$ cat src/rtl/muldiv_ctrl_if.sv
// Handshake bundle between the EX-stage HI/LO sequencer and its surroundings:
// the EX pipeline controls, the multiplier IP, the iterative divider and the
// HI/LO result.
interface muldiv_ctrl_if;
    // EX-stage request and pipeline controls
    logic        start_i;
    logic [1:0]  op_i;
    logic [31:0] rs_i;
    logic [31:0] rt_i;
    logic        flush_i;
    logic        except_i;
    logic        ex_hold_i;

    // Fixed-latency multiplier IP
    logic        mul_ce_o;
    logic        mul_sign_o;
    logic        mul_sclr_o;
    logic [63:0] mul_p_i;

    // Iterative divider
    logic        div_start_o;
    logic        div_signed_o;
    logic        div_cancel_o;
    logic        div_done_i;
    logic [31:0] div_q_i;
    logic [31:0] div_r_i;

    // Pipeline status and result
    logic        stall_o;
    logic        busy_o;
    logic        result_valid_o;
    logic [31:0] hi_o;
    logic [31:0] lo_o;

    // Sequencer side
    modport slave (
        input  start_i, op_i, rs_i, rt_i, flush_i, except_i, ex_hold_i,
        output mul_ce_o, mul_sign_o, mul_sclr_o,
        input  mul_p_i,
        output div_start_o, div_signed_o, div_cancel_o,
        input  div_done_i, div_q_i, div_r_i,
        output stall_o, busy_o, result_valid_o, hi_o, lo_o
    );

    // Environment side (EX stage, multiplier, divider)
    modport master (
        output start_i, op_i, rs_i, rt_i, flush_i, except_i, ex_hold_i,
        input  mul_ce_o, mul_sign_o, mul_sclr_o,
        output mul_p_i,
        input  div_start_o, div_signed_o, div_cancel_o,
        output div_done_i, div_q_i, div_r_i,
        input  stall_o, busy_o, result_valid_o, hi_o, lo_o
    );
endinterface

$ cat src/rtl/muldiv_ctrl.sv
// Multi-cycle HI/LO sequencer for the EX stage. Runs MULT/MULTU through a
// fixed-latency multiplier IP and DIV/DIVU through an iterative divider,
// stalls EX while the operation is in flight and holds a registered HI/LO.
module muldiv_ctrl #(
    parameter int MUL_LAT = 9
) (
    input logic          clk_i,
    input logic          rst_ni,
    muldiv_ctrl_if.slave bus
);
    localparam int CNT_W = (MUL_LAT > 16) ? $clog2(MUL_LAT) : 4;
    localparam logic [CNT_W-1:0] CNT_LAST = CNT_W'(MUL_LAT - 1);

    typedef enum logic [2:0] {
        S_IDLE,
        S_MUL,
        S_MUL_CAP,
        S_DIV_WAIT,
        S_DONE
    } state_t;

    state_t           state_q, state_d;
    logic [CNT_W-1:0] cnt_q, cnt_d;
    logic             sign_q;
    logic [31:0]      hi_q, lo_q;

    logic launch;
    logic is_div;
    logic rt_zero;
    logic cap_mul;
    logic cap_div;
    logic cap_dz;

    // NOTE: launch is qualified by rst_ni so that while reset is held every
    // output is 0, even with start_i still high from the interrupted instruction.
    assign launch  = rst_ni && (state_q == S_IDLE) && bus.start_i && !bus.flush_i;
    assign is_div  = bus.op_i[1];
    assign rt_zero = (bus.rt_i == 32'd0);

    // Capture points for the result registers; a flush cancels any capture.
    assign cap_mul = (state_q == S_MUL_CAP) && !bus.flush_i;
    assign cap_div = (state_q == S_DIV_WAIT) && bus.div_done_i && !bus.flush_i;
    assign cap_dz  = launch && is_div && rt_zero;

    // Next-state and multiply-latency counter
    always_comb begin
        // NOTE: every variable written here gets a default first, so no path
        // leaves one unassigned and no latch is inferred.
        state_d = state_q;
        cnt_d   = cnt_q;
        unique case (state_q)
            S_IDLE: begin
                if (launch) begin
                    if (!is_div) begin
                        state_d = S_MUL;
                        cnt_d   = '0;
                    end else if (rt_zero) begin
                        state_d = S_DONE;
                    end else begin
                        state_d = S_DIV_WAIT;
                    end
                end
            end
            S_MUL: begin
                cnt_d = cnt_q + 1'b1;
                if (cnt_q == CNT_LAST) state_d = S_MUL_CAP;
            end
            S_MUL_CAP:  state_d = S_DONE;
            S_DIV_WAIT: if (bus.div_done_i) state_d = S_DONE;
            S_DONE:     if (!bus.ex_hold_i) state_d = S_IDLE;
            default:    state_d = S_IDLE;
        endcase
        if (bus.flush_i) state_d = S_IDLE;
    end

    // State, counter and operation sign registers
    always_ff @(posedge clk_i or negedge rst_ni) begin
        if (!rst_ni) begin
            state_q <= S_IDLE;
            cnt_q   <= '0;
            sign_q  <= 1'b0;
        end else begin
            // NOTE: sequential state uses non-blocking assignments so every
            // flop samples the values from before this edge.
            state_q <= state_d;
            cnt_q   <= cnt_d;
            if (launch) sign_q <= ~bus.op_i[0];
        end
    end

    // HI/LO result registers, loaded only on a capture edge
    always_ff @(posedge clk_i or negedge rst_ni) begin
        if (!rst_ni) begin
            // NOTE: the result registers are reset so hi_o/lo_o read zero
            // until the first operation completes.
            hi_q <= '0;
            lo_q <= '0;
        end else if (cap_mul) begin
            hi_q <= bus.mul_p_i[63:32];
            lo_q <= bus.mul_p_i[31:0];
        end else if (cap_div) begin
            hi_q <= bus.div_r_i;
            lo_q <= bus.div_q_i;
        end else if (cap_dz) begin
            hi_q <= bus.rs_i;
            lo_q <= 32'hFFFF_FFFF;
        end
    end

    assign bus.mul_ce_o       = (state_q == S_MUL);
    assign bus.mul_sign_o     = launch ? ~bus.op_i[0] : sign_q;
    assign bus.mul_sclr_o     = rst_ni && bus.flush_i;
    assign bus.div_start_o    = launch && is_div && !rt_zero;
    assign bus.div_signed_o   = launch ? ~bus.op_i[0] : sign_q;
    assign bus.div_cancel_o   = bus.flush_i && (state_q == S_DIV_WAIT);
    assign bus.stall_o        = (launch || state_q == S_MUL || state_q == S_MUL_CAP ||
                                 state_q == S_DIV_WAIT) && !bus.except_i && !bus.flush_i;
    assign bus.busy_o         = (state_q != S_IDLE);
    assign bus.result_valid_o = (state_q == S_DONE);
    assign bus.hi_o           = hi_q;
    assign bus.lo_o           = lo_q;
endmodule
$ cat src/flat_wrapper.sv
// flat-port wrapper written by rule: the top's interface ports become plain ports
module muldiv_ctrl_flat 
#(
    parameter int MUL_LAT = 9
)
  (clk_i, rst_ni, bus_start_i, bus_op_i, bus_rs_i, bus_rt_i, bus_flush_i, bus_except_i, bus_ex_hold_i, bus_mul_ce_o, bus_mul_sign_o, bus_mul_sclr_o, bus_mul_p_i, bus_div_start_o, bus_div_signed_o, bus_div_cancel_o, bus_div_done_i, bus_div_q_i, bus_div_r_i, bus_stall_o, bus_busy_o, bus_result_valid_o, bus_hi_o, bus_lo_o);
  muldiv_ctrl_if bus_i ();
  input logic clk_i;
  input logic rst_ni;
  input wire logic [$bits(bus_i.start_i)-1:0] bus_start_i;
  input wire logic [$bits(bus_i.op_i)-1:0] bus_op_i;
  input wire logic [$bits(bus_i.rs_i)-1:0] bus_rs_i;
  input wire logic [$bits(bus_i.rt_i)-1:0] bus_rt_i;
  input wire logic [$bits(bus_i.flush_i)-1:0] bus_flush_i;
  input wire logic [$bits(bus_i.except_i)-1:0] bus_except_i;
  input wire logic [$bits(bus_i.ex_hold_i)-1:0] bus_ex_hold_i;
  output wire logic [$bits(bus_i.mul_ce_o)-1:0] bus_mul_ce_o;
  output wire logic [$bits(bus_i.mul_sign_o)-1:0] bus_mul_sign_o;
  output wire logic [$bits(bus_i.mul_sclr_o)-1:0] bus_mul_sclr_o;
  input wire logic [$bits(bus_i.mul_p_i)-1:0] bus_mul_p_i;
  output wire logic [$bits(bus_i.div_start_o)-1:0] bus_div_start_o;
  output wire logic [$bits(bus_i.div_signed_o)-1:0] bus_div_signed_o;
  output wire logic [$bits(bus_i.div_cancel_o)-1:0] bus_div_cancel_o;
  input wire logic [$bits(bus_i.div_done_i)-1:0] bus_div_done_i;
  input wire logic [$bits(bus_i.div_q_i)-1:0] bus_div_q_i;
  input wire logic [$bits(bus_i.div_r_i)-1:0] bus_div_r_i;
  output wire logic [$bits(bus_i.stall_o)-1:0] bus_stall_o;
  output wire logic [$bits(bus_i.busy_o)-1:0] bus_busy_o;
  output wire logic [$bits(bus_i.result_valid_o)-1:0] bus_result_valid_o;
  output wire logic [$bits(bus_i.hi_o)-1:0] bus_hi_o;
  output wire logic [$bits(bus_i.lo_o)-1:0] bus_lo_o;
  assign bus_i.start_i = bus_start_i;
  assign bus_i.op_i = bus_op_i;
  assign bus_i.rs_i = bus_rs_i;
  assign bus_i.rt_i = bus_rt_i;
  assign bus_i.flush_i = bus_flush_i;
  assign bus_i.except_i = bus_except_i;
  assign bus_i.ex_hold_i = bus_ex_hold_i;
  assign bus_mul_ce_o = bus_i.mul_ce_o;
  assign bus_mul_sign_o = bus_i.mul_sign_o;
  assign bus_mul_sclr_o = bus_i.mul_sclr_o;
  assign bus_i.mul_p_i = bus_mul_p_i;
  assign bus_div_start_o = bus_i.div_start_o;
  assign bus_div_signed_o = bus_i.div_signed_o;
  assign bus_div_cancel_o = bus_i.div_cancel_o;
  assign bus_i.div_done_i = bus_div_done_i;
  assign bus_i.div_q_i = bus_div_q_i;
  assign bus_i.div_r_i = bus_div_r_i;
  assign bus_stall_o = bus_i.stall_o;
  assign bus_busy_o = bus_i.busy_o;
  assign bus_result_valid_o = bus_i.result_valid_o;
  assign bus_hi_o = bus_i.hi_o;
  assign bus_lo_o = bus_i.lo_o;
  muldiv_ctrl #(.MUL_LAT(MUL_LAT)) u_core (.clk_i(clk_i), .rst_ni(rst_ni), .bus(bus_i));
endmodule
$ cat config.mk
export PLATFORM = sky130hd
export DESIGN_NAME = muldiv_ctrl_flat
export DESIGN_NICKNAME = d
export VERILOG_FILES = /design/src/rtl/muldiv_ctrl_if.sv /design/src/rtl/muldiv_ctrl.sv /design/src/flat_wrapper.sv
export SDC_FILE = /design/constraint.sdc
export NUM_CORES = 1
export LEC_CHECK = 0
export BUFFER_PORTS_ARGS = -buffer_cell sky130_fd_sc_hd__buf_4
export CORE_AREA = 2 2 106 108
export CTS_BUF_LIST = sky130_fd_sc_hd__clkbuf_4 sky130_fd_sc_hd__clkbuf_8
export CTS_CLUSTER_DIAMETER = 80
export DETAILED_ROUTE_END_ITERATION = 6
export DIE_AREA = 0 0 108 110
export PLACE_DENSITY_LB_ADDON = 0.3
export RECOVER_POWER = 50
export SKIP_LAST_GASP = 1
export SYNTH_ARGS = -nofsm -noshare
export SYNTH_HDL_FRONTEND = slang
export SYNTH_SLANG_ARGS = --single-unit
$ cat constraint.sdc
create_clock -name clk_i -period 2.4 [get_ports clk_i]
set_input_delay 0.36 -clock clk_i [delete_from_list [all_inputs] [get_ports clk_i]]
set_output_delay 0.36 -clock clk_i [all_outputs]
set_load 0.01 [all_outputs]
==> qor.yml <==
path_class: "input pin to flop"
finalHoldViolations: 0
grt-ovfl-total: 0
initial_core_util_pct: 38.6
finalNetCount: 905
cp-endpoint: "u_core.bus.hi_o[12]"
timing_max_transition_violations_final: 0
status: "completed"
ys_seq_area_share_pct: 43.6
relSlewSlack_pct: 34.6
r2r_cells: 5
dr.pass1.iters: 4
clkSinkCount: 72
post_cts_resize_count: 0
setup_viol: 0
min_period_over_period_pct: 91.1
combPwrFrac_pct: 43.3
crit_arrival_ns: 2.41
critPathMaxStageDelay_ns: 0.52
pwr-share-seq_pct: 38.0
cts_max_path_buffers: 2
rows: 38
synth.distinct_cells: 42
p_leak_nw: 3.13
fin_hold_ws_ns: 0.251
antenna_found_initial: 0
place_area_mm2: 0.00629
io_buffers: 273
vias: 4474
cts_root_buffer: "clkbuf_8"
ir_worst_vdd_mv: 0.357
crit_start: "rst_ni"
r2r-end: "u_core.bus.hi_o[21]"
pwr-share-clk_pct: 18.7
async_reset_ff_share_pct: 100
layout_common_cells: "buf_4, dfrtp_1, clkbuf_1"
reg2reg_from: "u_core.state_q[0]"
grt_max_degree: 66
p_per_area_mw_per_mm2: 869
die_area_mm2: 0.0119
ys_ff_latch: 72
grt_pass1_wl_mm: 21.2
tightestPinTransition_ns: 0.981
fin_crit_ns: 2.19
nFillCells: 970
cap_violations: 0
netSwitchingPower_mw: 2.06
crit_slowest_cell: "dlygate4sd3_1"
syn_to_final_growth_pct: 52.4
rsz0062_at_grt: "false"
startpoint_type: "input pin"
syn_avg_cell_area_um2: 9.28
synth-main-ff-cell: "dfrtp_1"
drtIter0Drc: 180
crit_family: "buffers and inverters"
final_cells: 846
final_common_cell: "buf_4"
grt.total_usage_pct: 22.7
ios: 274
drc: 0
antenna_left: 0
tns_ns: 0
vias_per_cell: 5.29
dp_cells: 830
gp_congestion: 0.873
core_area_mm2: 0.0107
crit_buf_inv: 3
cts_tree: "done"
cts.htree.levels: 3
antenna_cells: 0
power_report.internal_total_mw: 3.41
synth_edf_count: 0
dieWidth_um: 108
skew_ns: 0.0108
ys_warn_count: 0
required_ns: 2.63
crit_fanout: 65
cts_buffers: 9
die_y_um: 110
synth_area_mm2: 0.00413
fmax_ghz: 0.458
crit_cells: 7
crit_chain: "dlygate4sd3_1 -> buf_4 -> and3_1 -> nand3_1 -> o31a_2 -> buf_12 -> o32ai_1"
dp_hpwl_mm: 10.4
synthCells: 445
final_core_util_pct: 58.9
syn_nets: 648
worstHoldPathType: "input pin to flop"
grt_pass1_vias: 4499
drive_above_1_share_pct: 39.1
clkLatencyLatePin_ns: 0.34
final_area_mm2: 0.00630
rrSetupSlack_ns: 0.34
wl_per_cell_um: 16.4
wirelength_mm: 13.9
crit_path_end_kind: "flop"
clk_pin_slew_ns: 0.08
swShare_pct: 37.7
[cell usage after synthesis (2+ instances only)]
| cell | count | area, um^2 |
|---|---|---|
| dfrtp_1 | 72 | 1800 |
| nand2_1 | 40 | 150 |
| a21oi_1 | 37 | 185 |
| inv_1 | 37 | 139 |
| nor2_1 | 36 | 135 |
| and3_1 | 34 | 213 |
| a211oi_1 | 33 | 248 |
| o22ai_1 | 33 | 206 |
| o32ai_2 | 20 | 325 |
| clkbuf_1 | 18 | 67.6 |
| buf_2 | 16 | 80.1 |
| o32ai_1 | 12 | 105 |
| o21ai_0 | 5 | 25.0 |
| nor4_1 | 4 | 25.0 |
| nor4_2 | 4 | 50.1 |
| and2_1 | 3 | 18.8 |
| buf_1 | 3 | 11.3 |
| nor3_1 | 3 | 15.0 |
| a211o_1 | 2 | 17.5 |
| a31oi_1 | 2 | 12.5 |
| and4_1 | 2 | 17.5 |
| buf_4 | 2 | 15.0 |
| buf_6 | 2 | 22.5 |
| ha_1 | 2 | 25.0 |
| nand2b_1 | 2 | 12.5 |
| nand3_1 | 2 | 10.0 |
| nand3b_1 | 2 | 15.0 |
| nand4_1 | 2 | 12.5 |
| nor2b_1 | 2 | 12.5 |
[metrics by stage]
stage                     setup WS [ns]  total power [mW]
after detailed placement          0.277              4.84
final                             0.215              5.47
after CTS                         0.239              5.89
after global routing              0.115              5.86
after global placement            0.418              4.76
after floorplan                   0.618              3.43
[power groups by stage]
stage | Clock, mW | Combinational, mW | Sequential (mW)
2_1_floorplan | 0 | 1.14 | 2.28
3_3_place_gp | 0 | 2.67 | 2.09
3_5_place_dp | 0 | 2.74 | 2.10
4_1_cts | 1.05 | 2.74 | 2.09
5_1_grt | 1.10 | 2.61 | 2.15
6_report | 1.02 | 2.37 | 2.08
[how the worst min path moves through the flow]
stage / startpoint / to / cells past startpoint
global placement: rst_ni / u_core.sign_q / 1
CTS: bus_op_i[0] / u_core.sign_q / 2
floorplan: rst_ni / u_core.bus.hi_o[0] / 0
detailed placement: rst_ni / u_core.sign_q / 1
global route: bus_op_i[0] / u_core.sign_q / 2
finish: bus_op_i[0] / u_core.sign_q / 2
[state kept, by name, summed over array words and instances (netlist names)]
signal / flops
u_core.bus.hi_o: 32
u_core.bus.lo_o: 32
u_core.cnt_q: 4
u_core.sign_q: 1
u_core.state_q: 3
[metal layers]
layer	share of wire, %	track usage (%)
met1	41	27.3
met2	50	40.2
met3	7.4	4.23
met4	1.8	9.43
met5	0	0
[kinds of logic after synthesis]
family                   synth area share, %
AO/OA/AOI/OAI                           28.9
AND/OR/NAND/NOR                         18.5
buffers and inverters                   8.12
flip-flops                              43.6
adder cells (fa/ha/maj)                0.606
multiplexers                           0.273
[final cells by class]
type                    instances  area [um^2]  share of cell area [%]
multi-input cells             295         2000                    31.8
inverters                      37          139                    2.21
repair buffers                287         1970                    31.3
clock buffers                   9          124                    1.97
well taps                     140          175                    2.78
clock inverters                 6         85.1                    1.35
flip-flops and latches         72         1800                    28.6
[timing repair]
action,4_1_cts,5_1_grt
hold buffers,1,0
buffers inserted,0,0
hold endpoints to repair,10,0
setup endpoints to repair,0,0
Note: power is estimated with default switching activity, not from simulation.
